`config.mk`:
```
export PLATFORM = sky130hd
export DESIGN_NAME = des_perm_pipe
export DESIGN_NICKNAME = d
export VERILOG_FILES = /design/src/rtl/des_pkg.sv /design/src/rtl/des_perm_core.sv /design/src/rtl/des_perm_pipe.sv
export SDC_FILE = /design/constraint.sdc
export NUM_CORES = 1
export LEC_CHECK = 0
export ABC_AREA = 0
export BUFFER_PORTS_ARGS = -buffer_cell sky130_fd_sc_hd__buf_2
export CAP_MARGIN = 20
export CORE_MARGIN = 5
export CORE_UTILIZATION = 50
export DETAILED_ROUTE_END_ITERATION = 7
export HOLD_SLACK_MARGIN = 0.1
export PLACE_DENSITY = 0.77
export SYNTH_ARGS = -nofsm -noshare
export SYNTH_HDL_FRONTEND = slang
export SYNTH_HIERARCHICAL = 1
export SYNTH_SLANG_ARGS = --single-unit
```
`constraint.sdc`:
```
create_clock -name clk -period 1.6 [get_ports clk]
set_clock_uncertainty 0.05 [all_clocks]
set_input_delay 0.32 -clock clk [delete_from_list [all_inputs] [get_ports clk]]
set_output_delay 0.32 -clock clk [all_outputs]
set_load 0.02 [all_outputs]
```
`src/rtl/des_pkg.sv`:
```
// Shared DES permutation definitions.
// Contents:
//   perm_mode_t - runtime permutation select (IP, FP, SWAP_FP, PASS).
//   IP_TABLE    - DES initial permutation, 1-based MSB-first positions.
//   FP_TABLE    - DES final permutation (inverse of IP), same numbering.
// Table entry j gives the input DES bit that lands on output DES bit j+1.
// DES bit p lives in vector bit 64-p, so DES bit 1 is bit 63.
package des_pkg;

  typedef enum logic [1:0] {
    IP      = 2'b00,
    FP      = 2'b01,
    SWAP_FP = 2'b10,
    PASS    = 2'b11
  } perm_mode_t;

  localparam int unsigned IP_TABLE [0:63] = '{
    58, 50, 42, 34, 26, 18, 10,  2,
    60, 52, 44, 36, 28, 20, 12,  4,
    62, 54, 46, 38, 30, 22, 14,  6,
    64, 56, 48, 40, 32, 24, 16,  8,
    57, 49, 41, 33, 25, 17,  9,  1,
    59, 51, 43, 35, 27, 19, 11,  3,
    61, 53, 45, 37, 29, 21, 13,  5,
    63, 55, 47, 39, 31, 23, 15,  7
  };

  localparam int unsigned FP_TABLE [0:63] = '{
    40,  8, 48, 16, 56, 24, 64, 32,
    39,  7, 47, 15, 55, 23, 63, 31,
    38,  6, 46, 14, 54, 22, 62, 30,
    37,  5, 45, 13, 53, 21, 61, 29,
    36,  4, 44, 12, 52, 20, 60, 28,
    35,  3, 43, 11, 51, 19, 59, 27,
    34,  2, 42, 10, 50, 18, 58, 26,
    33,  1, 41,  9, 49, 17, 57, 25
  };

endpackage

```
`src/rtl/des_perm_core.sv`:
```
// Combinational 64-bit DES permutation.
// Ports:
//   data_i [63:0] - input block, bit 63 is DES bit 1.
//   mode_i        - IP, FP, SWAP_FP (swap 32-bit halves, then FP), PASS.
//   data_o [63:0] - permuted block.
// Pure wiring plus a 4:1 select; kept standalone so other permutation
// paths can reuse it.
module des_perm_core
  import des_pkg::*;
(
  input  logic [63:0] data_i,
  input  perm_mode_t  mode_i,
  output logic [63:0] data_o
);

  logic [63:0] swap_w;
  logic [63:0] ip_w;
  logic [63:0] fp_w;
  logic [63:0] sfp_w;

  assign swap_w = {data_i[31:0], data_i[63:32]};

  for (genvar g = 0; g < 64; g++) begin : g_bit
    // Output DES bit g+1 (vector bit 63-g) takes input DES bit TABLE[g]
    // (vector bit 64-TABLE[g]).
    localparam int unsigned IP_SRC = 64 - IP_TABLE[g];
    localparam int unsigned FP_SRC = 64 - FP_TABLE[g];
    assign ip_w[63-g]  = data_i[IP_SRC];
    assign fp_w[63-g]  = data_i[FP_SRC];
    assign sfp_w[63-g] = swap_w[FP_SRC];
  end

  always_comb begin
    data_o = data_i;
    case (mode_i)
      IP:      data_o = ip_w;
      FP:      data_o = fp_w;
      SWAP_FP: data_o = sfp_w;
      default: data_o = data_i;
    endcase
  end

endmodule

```
`src/rtl/des_perm_pipe.sv`:
```
// Pipelined DES permutation stage with valid/ready handshake and tag.
// Parameters:
//   STAGES (1..4) - register stages, equal to latency without backpressure.
//   TAG_W (1..16) - sideband tag width.
// Ports:
//   clk, rst_n          - clock, asynchronous active-low reset.
//   flush               - synchronous drop of every in-flight word.
//   in_valid/in_ready   - input handshake; in_data, in_mode, in_tag payload.
//   out_valid/out_ready - output handshake; out_left = result[63:32],
//                         out_right = result[31:0], out_tag.
// Handshake: a word moves across an interface on a rising edge where its
// valid and ready are both 1. A producer holds valid and payload steady
// until that edge; ready may depend combinationally on the other side.
// Here in_ready is combinational from out_ready through the stage chain.
module des_perm_pipe
  import des_pkg::*;
#(
  parameter int STAGES = 2,
  parameter int TAG_W  = 4
) (
  input  logic             clk,
  input  logic             rst_n,
  input  logic             flush,
  input  logic             in_valid,
  output logic             in_ready,
  input  logic [63:0]      in_data,
  input  logic [1:0]       in_mode,
  input  logic [TAG_W-1:0] in_tag,
  output logic             out_valid,
  input  logic             out_ready,
  output logic [31:0]      out_left,
  output logic [31:0]      out_right,
  output logic [TAG_W-1:0] out_tag
);

  localparam int LAST = STAGES - 1;

  logic [STAGES-1:0] valid_q;
  logic [63:0]       data_q [STAGES];
  logic [TAG_W-1:0]  tag_q  [STAGES];

  // What each stage would capture: stage 0 takes the permuted input,
  // stage k takes stage k-1.
  logic [STAGES-1:0] stg_valid_w;
  logic [63:0]       stg_data_w [STAGES];
  logic [TAG_W-1:0]  stg_tag_w  [STAGES];

  // rdy_w[k]: stage k may load this cycle. A stage can load when it or any
  // stage downstream of it is empty (bubbles collapse), or when the output
  // side is draining.
  logic [STAGES-1:0] rdy_w;
  logic [63:0]       perm_w;

  des_perm_core u_core (
    .data_i (in_data),
    .mode_i (perm_mode_t'(in_mode)),
    .data_o (perm_w)
  );

  for (genvar k = 0; k < STAGES; k++) begin : g_stage
    assign rdy_w[k] = out_ready | ~(&valid_q[LAST:k]);
    if (k == 0) begin : g_first
      assign stg_valid_w[k] = in_valid;
      assign stg_data_w[k]  = perm_w;
      assign stg_tag_w[k]   = in_tag;
    end else begin : g_next
      assign stg_valid_w[k] = valid_q[k-1];
      assign stg_data_w[k]  = data_q[k-1];
      assign stg_tag_w[k]   = tag_q[k-1];
    end
  end

  assign in_ready  = !flush && rdy_w[0];
  assign out_valid = valid_q[LAST];
  assign out_left  = data_q[LAST][63:32];
  assign out_right = data_q[LAST][31:0];
  assign out_tag   = tag_q[LAST];

  always_ff @(posedge clk or negedge rst_n) begin
    if (!rst_n) begin
      valid_q <= '0;
      for (int k = 0; k < STAGES; k++) begin
        data_q[k] <= '0;
        tag_q[k]  <= '0;
      end
    end else if (flush) begin
      // Payload registers keep stale contents; only validity is cleared.
      valid_q <= '0;
    end else begin
      for (int k = 0; k < STAGES; k++) begin
        if (rdy_w[k]) begin
          valid_q[k] <= stg_valid_w[k];
          // Payload only moves with a real word, so a held output never
          // changes under a stall and bubbles do not toggle data.
          if (stg_valid_w[k]) begin
            data_q[k] <= stg_data_w[k];
            tag_q[k]  <= stg_tag_w[k];
          end
        end
      end
    end
  end

endmodule
```
==> flow_metrics.py <==
metrics = {
    "status": {
        "status": "finished, violations left",
        "violations": "negative setup slack",
    },
    "cts": {
        "cts.sinks": 138,
        "clk_pin_slew_ns": 0.06,
        "clock_tree.buffer_depth": 2,
        "tritoncts": "done",
        "cts_root_buffer": "clkbuf_16",
        "cts_buffers": 17,
        "htreeDepth": 4,
        "clock_latency_ns": 0.42,
    },
    "die": {
        "boundaryPins": 145,
        "rows": 43,
        "die_h_um": 130,
        "start_util": 0.514,
        "dieArea_um2": 16800,
        "die_x_um": 130,
        "coreArea_um2": 13900,
    },
    "synthesis": {
        "syn_area_um2": 7160,
        "synth_xor_area_frac": 0,
        "synth_ff_type": "dfrtp_1",
        "synth_fp_nets": 519,
        "synth_common_cells": "dfrtp_1 (138), mux2_2 (118), buf_4 (73)",
        "synth-async-reset-ratio": 1.00,
        "synth_cells": 444,
        "yosys.area.top_type_share": 0.483,
        "synthMuxAreaShare": 0.409,
        "yosysMostFrequentCell": "dfrtp_1",
        "synthSimpleGateAreaFrac": 0.00839,
        "synth_edf_count": 0,
        "seq_area_frac_synth": 0.483,
        "synth-compound-area-share": 0.00210,
        "yosys.area.top_type": "dfrtp_1",
        "synthAdderAreaFrac": 0,
        "ys_seq_elements": 138,
        "synthDistinctLibCells": 15,
        "yosys_warnings": 6,
        "avgSynthCellArea_um2": 16.1,
        "yosys-top-cells-area": "dfrtp_1 (48%), mux4_2 (19%), mux2_2 (19%)",
        "synth_top_family_by_area": "multiplexers",
    },
    "pwr": {
        "leakagePower_nw": 4.02,
        "ir_worst_vdd_uv": 654,
        "p_sw_mw": 3.87,
        "power.density_nw_per_um2": 1390,
        "p_seq_frac": 0.404,
        "internal_power_mw": 8.50,
        "p_comb_frac": 0.284,
        "switching_share": 0.313,
        "clkPwrFrac": 0.312,
    },
    "sta": {
        "worst_pin_slew_ns": 0.442,
        "setup_viol": 66,
        "hold_viol": 0,
        "hold_ws_ns": 0.122,
        "max_freq_mhz": 571,
        "min_period_ns": 1.75,
        "fin_tns_setup_ns": -7.44,
        "fin_ws_ns": -0.150,
        "relSlewSlack": 0.705,
        "rsz0062_at_grt": "true",
        "timing.final.crit_share": 1.09,
        "finalMaxSlewViolations": 0,
    },
    "routing": {
        "drt_first_pass_iters": 4,
        "num_vias": 4443,
        "viasPerCell": 5.85,
        "wirelength_mm": 18.4,
        "drc_errors": 0,
        "drtIter0Drc": 295,
        "routedWlPerCell_um": 24.2,
        "postRouteAntennaNets": 0,
    },
    "placement": {
        "place_ws_ns": -0.147,
        "portBuffers": 144,
        "place.gp.congestion": 0.913,
        "place.detailed.hpwl_mm": 13.2,
    },
    "final_layout": {
        "nets": 640,
        "final_layout_size_suffix_gt1_frac": 0.730,
        "final_util": 0.638,
        "syn_to_final_growth_pct": 24.2,
    },
    "setup_path": {
        "cp.arrival_ns": 2.01,
        "cp_max_fo": 14,
        "end_kind": "flop",
        "worstSetupStartpointType": "flop",
        "path_class": "reg2reg",
        "cp.required_ns": 1.86,
    },
    "flow_run": {
        "drv_cap": 0,
    },
    "global_route": {
        "grt_antenna_before_repair": 2,
        "grt_max_degree": 45,
        "grt_pass1_wl_mm": 28.3,
        "track_usage": 0.225,
        "gr-total-overflow": 0,
        "first_global_vias": 4821,
    },
    "worst_hold_path": {
        "hold_class": "in2reg",
    },
}
==> logic make-up (layout without fill, tap and decap cells) <==
group                  Yosys count  count (layout)
multiplexers                   200             200
other                            0               1
AND/OR/NAND/NOR                 10              10
flip-flops                     138             138
buffers and inverters           93             227
AO/OA/AOI/OAI                    3               3
==> cell usage in the layout (no fill, tap or decap) <==
master / count
clkinv_4: 6
buf_2: 140
dfrtp_2: 1
bufinv_16: 2
and3b_2: 1
mux2_2: 91
buf_12: 13
nor2_4: 1
nor3b_4: 1
clkinvlp_4: 3
mux2i_1: 2
inv_6: 2
clkbuf_16: 21
a21oi_1: 3
inv_8: 1
nor2_1: 4
buf_6: 7
mux2_4: 47
clkinv_2: 1
diode_2: 1
dfrtp_1: 137
nand2b_4: 1
dlygate4sd3_1: 7
mux4_2: 60
inv_1: 1
nand3b_1: 1
buf_4: 21
buf_8: 1
nand2b_1: 1
buf_16: 1
==> power groups by stage <==
stage,registers (mW),logic (mW),clock network (mW)
final,5.00,3.52,3.86
after global routing,5.10,3.75,4.09
after CTS,5.00,3.51,3.93
after floorplan,4.86,2.96,0
after global placement,5.00,3.27,0
after detailed placement,5.04,3.37,0
==> layer usage <==
metal	vias to the layer above	part of all wire	track usage
met2	229	0.49	0.357
li1	1859	-	-
met5	-	0.00054	0.0118
met3	37	0.077	0.0655
met4	2	0.025	0.0685
met1	2316	0.41	0.303
==> critical path: stages, from the launching register on <==
cell	delay (ns)
dfrtp_1	0.39
and3b_2	0.25
nor3b_4	0.24
buf_12	0.20
buf_12	0.17
mux2_2	0.34
==> final cells by class <==
type / instances / area [µm²]
Fill cell: 949 / 5040
Sequential cell: 138 / 3450
Multi-Input combinational cell: 213 / 3200
Timing Repair Buffer: 194 / 1410
Clock buffer: 17 / 425
Tap cell: 180 / 225
Clock inverter: 15 / 169
Inverter: 1 / 3.75
Antenna cell: 1 / 2.50
==> registers in the layout, indices dropped and copies added, names as in the netlist <==
| name | cells |
|---|---|
| out_right | 32 |
| stg_tag_w | 4 |
| data_q | 64 |
| valid_q | 2 |
| out_tag | 4 |
| out_left | 32 |
==> repair_timing <==
action	4_1_cts	5_1_grt
cloned	0	5
hold endpoints to repair	43	0
gates resized for setup	34	6
setup endpoints to repair	64	138
buffers inserted	4	1
hold buffers	7	0
pin swaps	2	3
==> metrics by stage <==
stage | area [µm²] | std cells | total power [mW]
final | 8890 | 759 | 12.4
after global routing | 8890 | 759 | 12.9
after CTS | 8750 | 753 | 12.4
after detailed placement | 7930 | 710 | 8.40
after global placement | 7930 | 710 | 8.27
after floorplan | 7240 | 444 | 7.83
==> worst paths after layout <==
path                            depth (start not counted)       start  slack [ns]    endpoint
worst min register to register                          1  out_tag[3]        0.45  out_tag[3]
worst max register to register                          5  valid_q[0]       -0.15  data_q[89]
min in group asynchronous                               2       rst_n        0.34  data_q[85]
max in group asynchronous                               3       rst_n        0.55  valid_q[1]
worst max-delay path                                    5  valid_q[0]       -0.15  data_q[89]
worst min-delay path                                    2       flush        0.12  valid_q[0]
No activity file was read; power rests on OpenSTA's default activity.
